[src/rtl/sum_latch_pkg.sv]
// rtl/sum_latch_pkg.sv - shared widths, ASCII constants and state encoding for sum_latch_ctrl
package sum_latch_pkg;

  localparam int OPERAND_W = 4;
  localparam int SUM_W     = 5;
  localparam int BYTE_W    = 8;

  localparam logic [BYTE_W-1:0] ASCII_ZERO    = 8'h30;
  localparam logic [BYTE_W-1:0] ASCII_UPPER_A = 8'h41;
  localparam logic [BYTE_W-1:0] ASCII_LOWER_A = 8'h61;

  // SEND is the raw-mode result state; SEND_HI/SEND_LO carry the two ASCII characters.
  typedef enum logic [2:0] {
    ST_IDLE,
    ST_WAIT_B,
    ST_ADD,
    ST_SEND,
    ST_SEND_HI,
    ST_SEND_LO
  } state_t;

endpackage

[src/rtl/hex_ascii_codec.sv]
// rtl/hex_ascii_codec.sv - combinational nibble to uppercase hex ASCII encoder and hex ASCII to nibble decoder
module hex_ascii_codec
  import sum_latch_pkg::*;
(
  input  logic [OPERAND_W-1:0] enc_nibble,
  output logic [BYTE_W-1:0]    enc_char,
  input  logic [BYTE_W-1:0]    dec_char,
  output logic [OPERAND_W-1:0] dec_nibble,
  output logic                 dec_valid
);

  always_comb begin
    if (enc_nibble < 4'd10) begin
      enc_char = ASCII_ZERO + {4'h0, enc_nibble};
    end else begin
      enc_char = ASCII_UPPER_A + {4'h0, enc_nibble - 4'd10};
    end
  end

  // Digits sit at 0x30..0x39 and letters at 0x41/0x61 upward, so the low nibble plus 9 gives 10..15.
  always_comb begin
    dec_valid  = 1'b0;
    dec_nibble = '0;
    if (dec_char >= ASCII_ZERO && dec_char <= ASCII_ZERO + 8'd9) begin
      dec_valid  = 1'b1;
      dec_nibble = dec_char[3:0];
    end else if ((dec_char >= ASCII_UPPER_A && dec_char <= ASCII_UPPER_A + 8'd5) ||
                 (dec_char >= ASCII_LOWER_A && dec_char <= ASCII_LOWER_A + 8'd5)) begin
      dec_valid  = 1'b1;
      dec_nibble = dec_char[3:0] + 4'd9;
    end
  end

endmodule

[src/rtl/sum_latch_ctrl.sv]
// rtl/sum_latch_ctrl.sv - UART-to-adder sequencer; define SUMLATCH_ASCII_EN for hex ASCII operands and results
module sum_latch_ctrl
  import sum_latch_pkg::*;
(
  input  logic                 clk,
  input  logic                 rst,
  input  logic [BYTE_W-1:0]    rx_data,
  input  logic                 rx_valid,
  output logic [OPERAND_W-1:0] add_a,
  output logic [OPERAND_W-1:0] add_b,
  input  logic [SUM_W-1:0]     add_sum,
  output logic [BYTE_W-1:0]    tx_data,
  output logic                 tx_valid,
  input  logic                 tx_ready,
  output logic [SUM_W-1:0]     sum_latched,
  output logic                 busy,
  output logic                 rx_drop
);

  state_t                 state;
  state_t                 state_nxt;
  logic                   op_valid;
  logic [OPERAND_W-1:0]   op_nibble;
  logic                   drop_now;

`ifdef SUMLATCH_ASCII_EN
  logic [BYTE_W-1:0]      lo_char;
  logic [OPERAND_W-1:0]   dec_nibble;
  logic                   dec_valid;

  hex_ascii_codec u_codec (
    .enc_nibble (sum_latched[OPERAND_W-1:0]),
    .enc_char   (lo_char),
    .dec_char   (rx_data),
    .dec_nibble (dec_nibble),
    .dec_valid  (dec_valid)
  );

  // Non-hex bytes never count as operands, so separators pass through IDLE/WAIT_B silently.
  assign op_valid  = rx_valid & dec_valid;
  assign op_nibble = dec_nibble;
`else
  logic unused_rx_hi;

  assign unused_rx_hi = ^rx_data[BYTE_W-1:OPERAND_W];
  assign op_valid     = rx_valid;
  assign op_nibble    = rx_data[OPERAND_W-1:0];
`endif

  always_ff @(posedge clk) begin
    if (rst) begin
      state <= ST_IDLE;
    end else begin
      state <= state_nxt;
    end
  end

  always_comb begin
    state_nxt = state;
    case (state)
      ST_IDLE:    if (op_valid) state_nxt = ST_WAIT_B;
      ST_WAIT_B:  if (op_valid) state_nxt = ST_ADD;
`ifdef SUMLATCH_ASCII_EN
      ST_ADD:     state_nxt = ST_SEND_HI;
`else
      ST_ADD:     state_nxt = ST_SEND;
`endif
      ST_SEND:    if (tx_ready) state_nxt = ST_IDLE;
      ST_SEND_HI: if (tx_ready) state_nxt = ST_SEND_LO;
      ST_SEND_LO: if (tx_ready) state_nxt = ST_IDLE;
      default:    state_nxt = ST_IDLE;
    endcase
  end

  always_comb begin
    busy     = (state != ST_IDLE);
    drop_now = rx_valid && (state == ST_ADD || state == ST_SEND ||
                            state == ST_SEND_HI || state == ST_SEND_LO);
  end

  always_ff @(posedge clk) begin
    if (rst) begin
      add_a       <= '0;
      add_b       <= '0;
      sum_latched <= '0;
      tx_data     <= '0;
      tx_valid    <= 1'b0;
      rx_drop     <= 1'b0;
    end else begin
      rx_drop <= drop_now;
      case (state)
        ST_IDLE:   if (op_valid) add_a <= op_nibble;
        ST_WAIT_B: if (op_valid) add_b <= op_nibble;
        ST_ADD: begin
          sum_latched <= add_sum;
          tx_valid    <= 1'b1;
`ifdef SUMLATCH_ASCII_EN
          tx_data     <= add_sum[SUM_W-1] ? ASCII_ZERO + 8'd1 : ASCII_ZERO;
`else
          tx_data     <= {3'b000, add_sum};
`endif
        end
        ST_SEND:   if (tx_ready) tx_valid <= 1'b0;
`ifdef SUMLATCH_ASCII_EN
        // tx_valid stays high so the low digit is offered straight after the high one.
        ST_SEND_HI: if (tx_ready) tx_data <= lo_char;
        ST_SEND_LO: if (tx_ready) tx_valid <= 1'b0;
`endif
        default: ;
      endcase
    end
  end

endmodule

[config.mk]
export PLATFORM = sky130hd
export DESIGN_NAME = sum_latch_ctrl
export DESIGN_NICKNAME = d
export VERILOG_FILES = /design/src/rtl/sum_latch_pkg.sv /design/src/rtl/hex_ascii_codec.sv /design/src/rtl/sum_latch_ctrl.sv
export SDC_FILE = /design/constraint.sdc
export NUM_CORES = 1
export LEC_CHECK = 0
export ABC_AREA = 1
export CAP_MARGIN = 20
export CORE_ASPECT_RATIO = 1.25
export CORE_UTILIZATION = 42
export CTS_CLUSTER_DIAMETER = 100
export DETAILED_ROUTE_END_ITERATION = 16
export PLACE_DENSITY = 0.92
export SLEW_MARGIN = 20
export SYNTH_ARGS = -nofsm -noshare
export SYNTH_HDL_FRONTEND = slang
export SYNTH_SLANG_ARGS = --single-unit
[constraint.sdc]
create_clock -name clk -period 2.88 [get_ports clk]
set_input_delay 0.72 -clock clk [delete_from_list [all_inputs] [get_ports clk]]
set_output_delay 0.72 -clock clk [all_outputs]
set_load 0.02 [all_outputs]
After elaboration in Yosys (flattened, before gate mapping) --
Index checks and enable logic that the tools add are counted.
Word-level totals: bits in registers 18, ROM bits 0, bits in writable memories 0, memories 0, word-level logic and storage cells 35, output and inout bits 24, latch bits 0
Cells by class: divide/modulo/power cells 0, add/subtract/negate cells 0, $mul 0, shift operators 0, mux-type cells 7, equality and inequality tests 10, bitwise gates (word level) 0, magnitude comparators 0, reductions and logical operators 12
Operators with widths (count):
- $pmux W3 S5 | 1
- $mux W3 | 4
- $ne A2 B2 Y1 const B | 4
- $eq A3 B2 Y1 const B | 2
- $eq A3 B3 Y1 const B | 2
- $reduce_and A2 Y1 | 3
- $reduce_and A4 Y1 | 1
- $eq A3 B1 Y1 const B | 1
- $logic_not A3 Y1 | 1
- $logic_or A1 B1 Y1 | 3
- $reduce_bool A3 Y1 | 1
- $ne A2 B1 Y1 const B | 1
- $pmux W1 S2 | 1
- $reduce_bool A2 Y1 | 1
- $reduce_or A2 Y1 | 1
- $logic_and A1 B1 Y1 | 1
- $mux W1 | 1

Longest topological paths before layout --
Gate-level depths: netlist (run 1).
word-level depth 5, depth in mapped cells 7, depth with buffers taken out 7

Worst setup path after synthesis (run 1) --
Ideal clock, no wire load.
path kind register to output, start register state[1], end output port busy, data required time 2160 ps, cell stages (with the launch flop) 4, arrival 740 ps, slack 1420 ps, cells stage by stage dfxtp_1 clkbuf_2 nor2_2 nand2_1
Between the ends: cells in the longest elaborated chain, start to end 1
RTL lines:
- from (decl) | line sum_latch_ctrl.sv:20 | state_t state;
- from (signal assigned) | line sum_latch_ctrl.sv:54 | state <= state_nxt;
- $reduce_bool A3 Y1 | line sum_latch_ctrl.sv:76 | busy = (state != ST_IDLE);
- to (decl) | line sum_latch_ctrl.sv:16 | output logic busy,
Every way passes these cells.

Worst setup path in the final report (run 1) --
start register state[2], end output port busy
The elaborated chain is that of the path after synthesis.

==> results of run 1 <==
==> metal layers <==
metal,wire [microns],up-vias,global-route usage [%]
met5,0,-,0
met2,894,40,31.3
met4,37,0,7.53
met3,126,6,4.51
li1,-,403,-
met1,707,339,19.4
==> cells in the final DEF, fill, tap and decap left out, drive strengths merged, types with 3 or more instances in the layout <==
master,Yosys,final
a21oi,6,6
clkbuf,1,3
dfxtp,18,18
conb,1,3
nand3,4,4
nand2,12,12
nor2,24,24
o21ai,16,16
nand4,3,3
inv,13,13
clkdlybuf4s50,0,33
==> area by class of cell <==
class                   count  share of cell area (%)
well taps                  19                    2.08
clock buffers               3                    1.97
repair buffers             33                    28.9
inverters                  13                    4.49
flip-flops and latches     18                    31.5
multi-input cells          70                    31.0
==> through the flow <==
step | util (%) | power (mW) | hold slack (ns) | setup slack, ns | std cells
after floorplan | - | 0.381 | 0.520 | 1.42 | 111
after global placement | 61.9 | 0.439 | 0.436 | 0.896 | 153
after detailed placement | 61.9 | 0.444 | 0.447 | 0.882 | 153
after CTS | 63.2 | 0.562 | 0.461 | 0.549 | 156
after global routing | 63.2 | 0.591 | 0.485 | 0.480 | 156
final | 63.2 | 0.558 | 0.455 | 0.558 | 156
==> power breakdown <==
group	internal (mW)	leakage, nW	total (mW)	switching [mW]
Sequential	0.268	0.147	0.283	0.0152
Clock	0.0485	0.0138	0.119	0.0705
Combinational	0.0731	0.307	0.156	0.0828
Total	0.389	0.468	0.558	0.169
==> kinds of logic (layout without fill, tap and decap cells) <==
family,count (synthesis),after routing,synth area share [%]
buffers and inverters,23,49,14.5
AO/OA/AOI/OAI,23,23,14.5
adder cells (fa/ha/maj),1,1,1.51
other,1,3,0.453
AND/OR/NAND/NOR,43,43,25.4
flip-flops,18,18,43.6
==> worst max-delay path, delay by kind of cell (launching register included) <==
kind	cells	cell delay (ns)
buffers and inverters	2	0.70
flip-flops	1	0.52
AND/OR/NAND/NOR	1	0.10
==> final timing paths <==
check	from	slack, ns	to	cells after the start
max	state[2]	0.56	busy	3
min	add_a[0]	0.45	add_a[0]	2
max reg2reg	state[1]	1.49	state[0]	6
min reg2reg	add_a[0]	0.45	add_a[0]	2
==> registers in the layout (all words and copies together), names as in the netlist <==
signal / cells
rx_drop: 1
sum_latched: 5
add_a: 4
tx_valid: 1
add_b: 4
state: 3
==> results.md, run 1 <==
- Status: completed
- CTS clk-pin slew, worst paths: 0.10 ns
- First-pass GRT wire length: 2920 microns
- Postcts setup bufs: 0
- CTS HTree Levels: 1
- Fin. Hold Viols: 0
- Placed Area: 1120 sq um
- DRT Wirelength: 1770 microns
- I/O pin cnt: 41
- Static Leak: 0.468 nW
- Post-cts gate resize count: 0
- Placer Congestion: 0.892
- Initial drt markers: 20
- Reported max-cap violation count: 0
- Pwr per Cell Area: 488 nW/um^2
- Die area: 2150 sq um
- DR vias/cell: 5.05
- DR vias: 788
- CTS tree: yes
- Port Buffers: 33
- Synth-to-layout area growth: 38.1%
- Setup TNS: 0 ns
- Initial antenna violation count: 0
- CP peak stage delay: 0.60 ns
- Post-synth cell types: 23
- Syn avg cell area: 7.59 sq um
- CP Cell Sequence: inv_4 > nand2_1 > clkdlybuf4s50_1
- Total CTS buffers: 3
- Fraction of the cycle the final worst path needs: 80.6%
- Post-synth top cells: nor2_1, dfxtp_1, o21ai_0
- Vias in the first global route: 691
- GRT Util Overall: 17.5%
- ANT cells: 0
- Post-layout nets: 157
- FF+latch count, synth: 18
- CP max-delay cell: clkdlybuf4s50_1
- CTS Hold Buffers Added: 0
- Rows: 17
- Synth warn: 0
- Area occupied by multi-input gates: 354 sq um
- Worst Hold Class: reg -> reg
- Share of layout cells above drive strength 1: 12.4%
- Setup Viol. Count Final: 0
- Initial Utilization: 45.7%
- Commonest register cell after synthesis: dfxtp_1
- EDFF count, synth: 0
- Dominant cell type by area after synthesis: dfxtp_1
- Drt drc: 0
- Clk_skew: 0.00504 ns
- Clock Latency Late Sink: 0.28 ns
- Hpwl dp: 1380 microns
- Register area: 360 sq um
- Async set-reset flop share out of synthesis: 0%
- Root Buffer: clkbuf_4
- Synth area leaders: dfxtp_1, nor2_1, o21ai_0
- Most numerous cell in the Yosys netlist: nor2_1
- Largest fanout on the critical path: 6
- Max VDD drop: 284 uV
- CP Data Arrival Time: 1.60 ns
- CP Data Required Time: 2.16 ns
- Detail Route Antenna Nets: 0
- Sequential element share of the synthesized area: 43.6%
- Clock Path Buffers: 2
- Pre-antenna DRT Iters: 4
- Min Tclk post-route: 2.32 ns
- RSZ-0062 raised after global routing: false
- Die W: 41.7 microns
- Total congestion overflow: 0
- CP endpoint kind: primary output
- Core ar.: 1810 sq um
- Post-route cell area: 1140 sq um
- Routed length per instance: 11.3 microns
- FMAX: 0.431 GHz
- Largest net degree at the start of global routing: 15
- Fill cells: 150
- Die H: 51.6 microns
- Post-synth top area share: 43.6%
- Max Slew Vio Count: 0
- Clock sinks: 18
- WS Path Type: reg -> out
- Mapped Area: 827 sq um
- Instance count of the mapped netlist: 109
- Critical path startpoint category: register
Note: power is estimated with default switching activity, not from simulation.
==> run 2: changes to the inputs <==
--- a/config.mk
+++ b/config.mk
@@ -8,10 +8,10 @@
 export ABC_AREA = 1
 export CAP_MARGIN = 20
 export CORE_ASPECT_RATIO = 1.25
-export CORE_UTILIZATION = 42
+export CORE_UTILIZATION = 39
 export CTS_CLUSTER_DIAMETER = 100
 export DETAILED_ROUTE_END_ITERATION = 16
-export PLACE_DENSITY = 0.92
+export PLACE_DENSITY = 0.87
 export SLEW_MARGIN = 20
 export SYNTH_ARGS = -nofsm -noshare
 export SYNTH_HDL_FRONTEND = slang
==> constraint.sdc (replaced) <==
create_clock -name clk -period 2.35 [get_ports clk]
set_input_delay 0.5875 -clock clk [delete_from_list [all_inputs] [get_ports clk]]
set_output_delay 0.5875 -clock clk [all_outputs]
set_load 0.02 [all_outputs]
==> run 2 against run 1 <==
Sequential cell count is the same. Die area increased by 7.4%. Non-clock buffer count did not move. Clock-buffer cell count is 1 higher. Via count fell by 2.2%. Wire length shrank 3.3%. Cell area is 1.3% higher. Largest power group unchanged.
==> results.md, run 2 (synthesized netlist as in run 1, its figures left out) <==
- Status: completed (unchanged)
- Max Slew Vio Count: 0 (unchanged)
- Clk_skew: 0.00671 ns (was 0.00504 ns)
- Port Buffers: 33 (unchanged)
- Die H: 53.5 microns (was 51.6 microns)
- Share of layout cells above drive strength 1: 13.0% (was 12.4%)
- Hold-critical path endpoint: add_a[1] (was add_a[0])
- Reg2Reg Depth: 6 (unchanged)
- Total CTS buffers: 3 (unchanged)
- Initial Utilization: 41.7% (was 45.7%)
- CTS clk-pin slew, worst paths: 0.11 ns (was 0.10 ns)
- I/O pin cnt: 41 (unchanged)
- Root Buffer: clkbuf_4 (unchanged)
- CP Data Arrival Time: 1.62 ns (was 1.60 ns)
- Fraction of the cycle the final worst path needs: 93.8%
- First-pass GRT wire length: 2690 microns (was 2920 microns)
- Fill cells: 173 (was 150)
- RSZ-0062 raised after global routing: false (unchanged)
- Total congestion overflow: 0 (unchanged)
- Largest net degree at the start of global routing: 15 (unchanged)
- Reg-to-reg startpoint: state[1] (unchanged)
- DR vias/cell: 4.88 (was 5.05)
- Post-layout nets: 157 (unchanged)
- CP peak stage delay: 0.60 ns (about the same)
- Buf/Inv on CP: 1 (was 2)
- Top reg by flops: sum_latched (unchanged)
- Placer Congestion: 0.892 (unchanged)
- Detail Route Antenna Nets: 0 (unchanged)
- Clock Latency Late Sink: 0.29 ns (was 0.28 ns)
- Core ar.: 1980 sq um (was 1810 sq um)
- CTS Hold Buffers Added: 0 (unchanged)
- DR vias: 771 (was 788)
- Worst hold stages: 2 (unchanged)
- Fin. Hold Viols: 0 (unchanged)
- Postcts setup bufs: 0 (unchanged)
- R2R setup slack: 1.06 ns (was 1.49 ns)
- Reported max-cap violation count: 0 (unchanged)
- Die area: 2310 sq um (was 2150 sq um)
- Clock sinks: 18 (unchanged)
- CTS tree: yes (unchanged)
- Pwr per Cell Area: 626 nW/um^2 (was 488 nW/um^2)
- Post-cts gate resize count: 0 (unchanged)
- CP endpoint kind: primary output (unchanged)
- FMAX: 0.454 GHz
- Die W: 43.2 microns (was 41.7 microns)
- WS Path Type: reg -> out (unchanged)
- Top Registers: sum_latched x5, add_a x4, add_b x4 (unchanged)
- Max VDD drop: 272 uV (was 284 uV)
- CP max-delay cell: clkdlybuf4s50_1 (unchanged)
- Routed length per instance: 10.8 microns (was 11.3 microns)
- Clock Path Buffers: 2 (unchanged)
- ANT cells: 0 (unchanged)
- Setup Viol. Count Final: 0 (unchanged)
- Critical path startpoint category: register (unchanged)
- Initial antenna violation count: 0 (unchanged)
- Synth-to-layout area growth: 39.9% (was 38.1%)
- GRT Util Overall: 15.7% (was 17.5%)
- Pre-antenna DRT Iters: 4 (unchanged)
- Drt drc: 0 (unchanged)
- Hpwl dp: 1340 microns (was 1380 microns)
- DRT Wirelength: 1710 microns (was 1770 microns)
- Critical path's top delay family: buffers and inverters (unchanged)
- Register area: 360 sq um (unchanged)
- Worst Hold Class: reg -> reg (unchanged)
- Most frequent cells in the layout: clkdlybuf4s50_1, nor2_1, dfxtp_1 (unchanged)
- Min Tclk post-route: 2.20 ns
- WHS: 0.456 ns (was 0.455 ns)
- CP Cell Sequence: nor2_2 > nand2_1 > clkdlybuf4s50_1 (was inv_4 > nand2_1 > clkdlybuf4s50_1)
- Critical R2R Capture: state[0] (unchanged)
- Setup TNS: 0 ns (unchanged)
- Hold_sp: add_a[1] (was add_a[0])
- Area occupied by multi-input gates: 354 sq um (unchanged)
- Leading cell type in the layout, fill and taps excluded: clkdlybuf4s50_1 (unchanged)
- CTS HTree Levels: 1 (unchanged)
- Rows: 18 (was 17)
- Max reg flops: 5 (unchanged)
- Static Leak: 0.475 nW (was 0.468 nW)
- Initial drt markers: 29 (was 20)
- Largest fanout on the critical path: 6 (unchanged)
- CP Data Required Time: 1.76 ns (was 2.16 ns)
- Post-layout util: 58.4% (was 63.2%)
- Vias in the first global route: 640 (was 691)
## run 2: cell type report
class	count	area share (%)
Timing Repair Buffer	33	28.5
Clock buffer	4	3.14
Inverter	13	4.43
Tap cell	20	2.16
Multi-Input combinational cell	70	30.6
Sequential cell	18	31.1
## run 2: worst max-delay path by stage
stage | startpoint | endpoint | slack, ns | cells past startpoint
3_3_place_gp | state[2] | busy | 0.50 | 3
2_1_floorplan | state[1] | busy | 1.02 | 3
3_5_place_dp | state[0] | busy | 0.48 | 3
6_report | state[0] | busy | 0.15 | 3
5_1_grt | state[1] | busy | 0.08 | 3
4_1_cts | state[0] | busy | 0.14 | 3
## run 2: routing by layer
metal	up-vias	GRT usage [%]	share of wire [%]
met5	-	0	0
met3	0	3.41	8.7
li1	397	-	-
met4	0	6.06	0
met2	43	27.6	51
met1	331	18.2	41
## run 2: tightest hold or removal path, delay by kind of cell, from the launching register on
family | cells | cell delay (ns)
buf+inv | 1 | 0.04
compound gates | 1 | 0.05
flops | 1 | 0.32
## run 2: report_power, final
group / switching, mW / internal [mW] / total (mW)
Clock: 0.0928 / 0.0942 / 0.187
Sequential: 0.0186 / 0.328 / 0.346
Combinational: 0.101 / 0.0897 / 0.190
Total: 0.212 / 0.512 / 0.724
## run 2: through the flow
stage | setup slack, ns | total power [mW] | cells | instance area (sq um)
2_1_floorplan | 1.02 | 0.467 | 111 | 835
3_3_place_gp | 0.498 | 0.539 | 154 | 1120
3_5_place_dp | 0.482 | 0.544 | 154 | 1120
4_1_cts | 0.141 | 0.729 | 158 | 1160
5_1_grt | 0.0819 | 0.761 | 158 | 1160
6_report | 0.145 | 0.724 | 158 | 1160
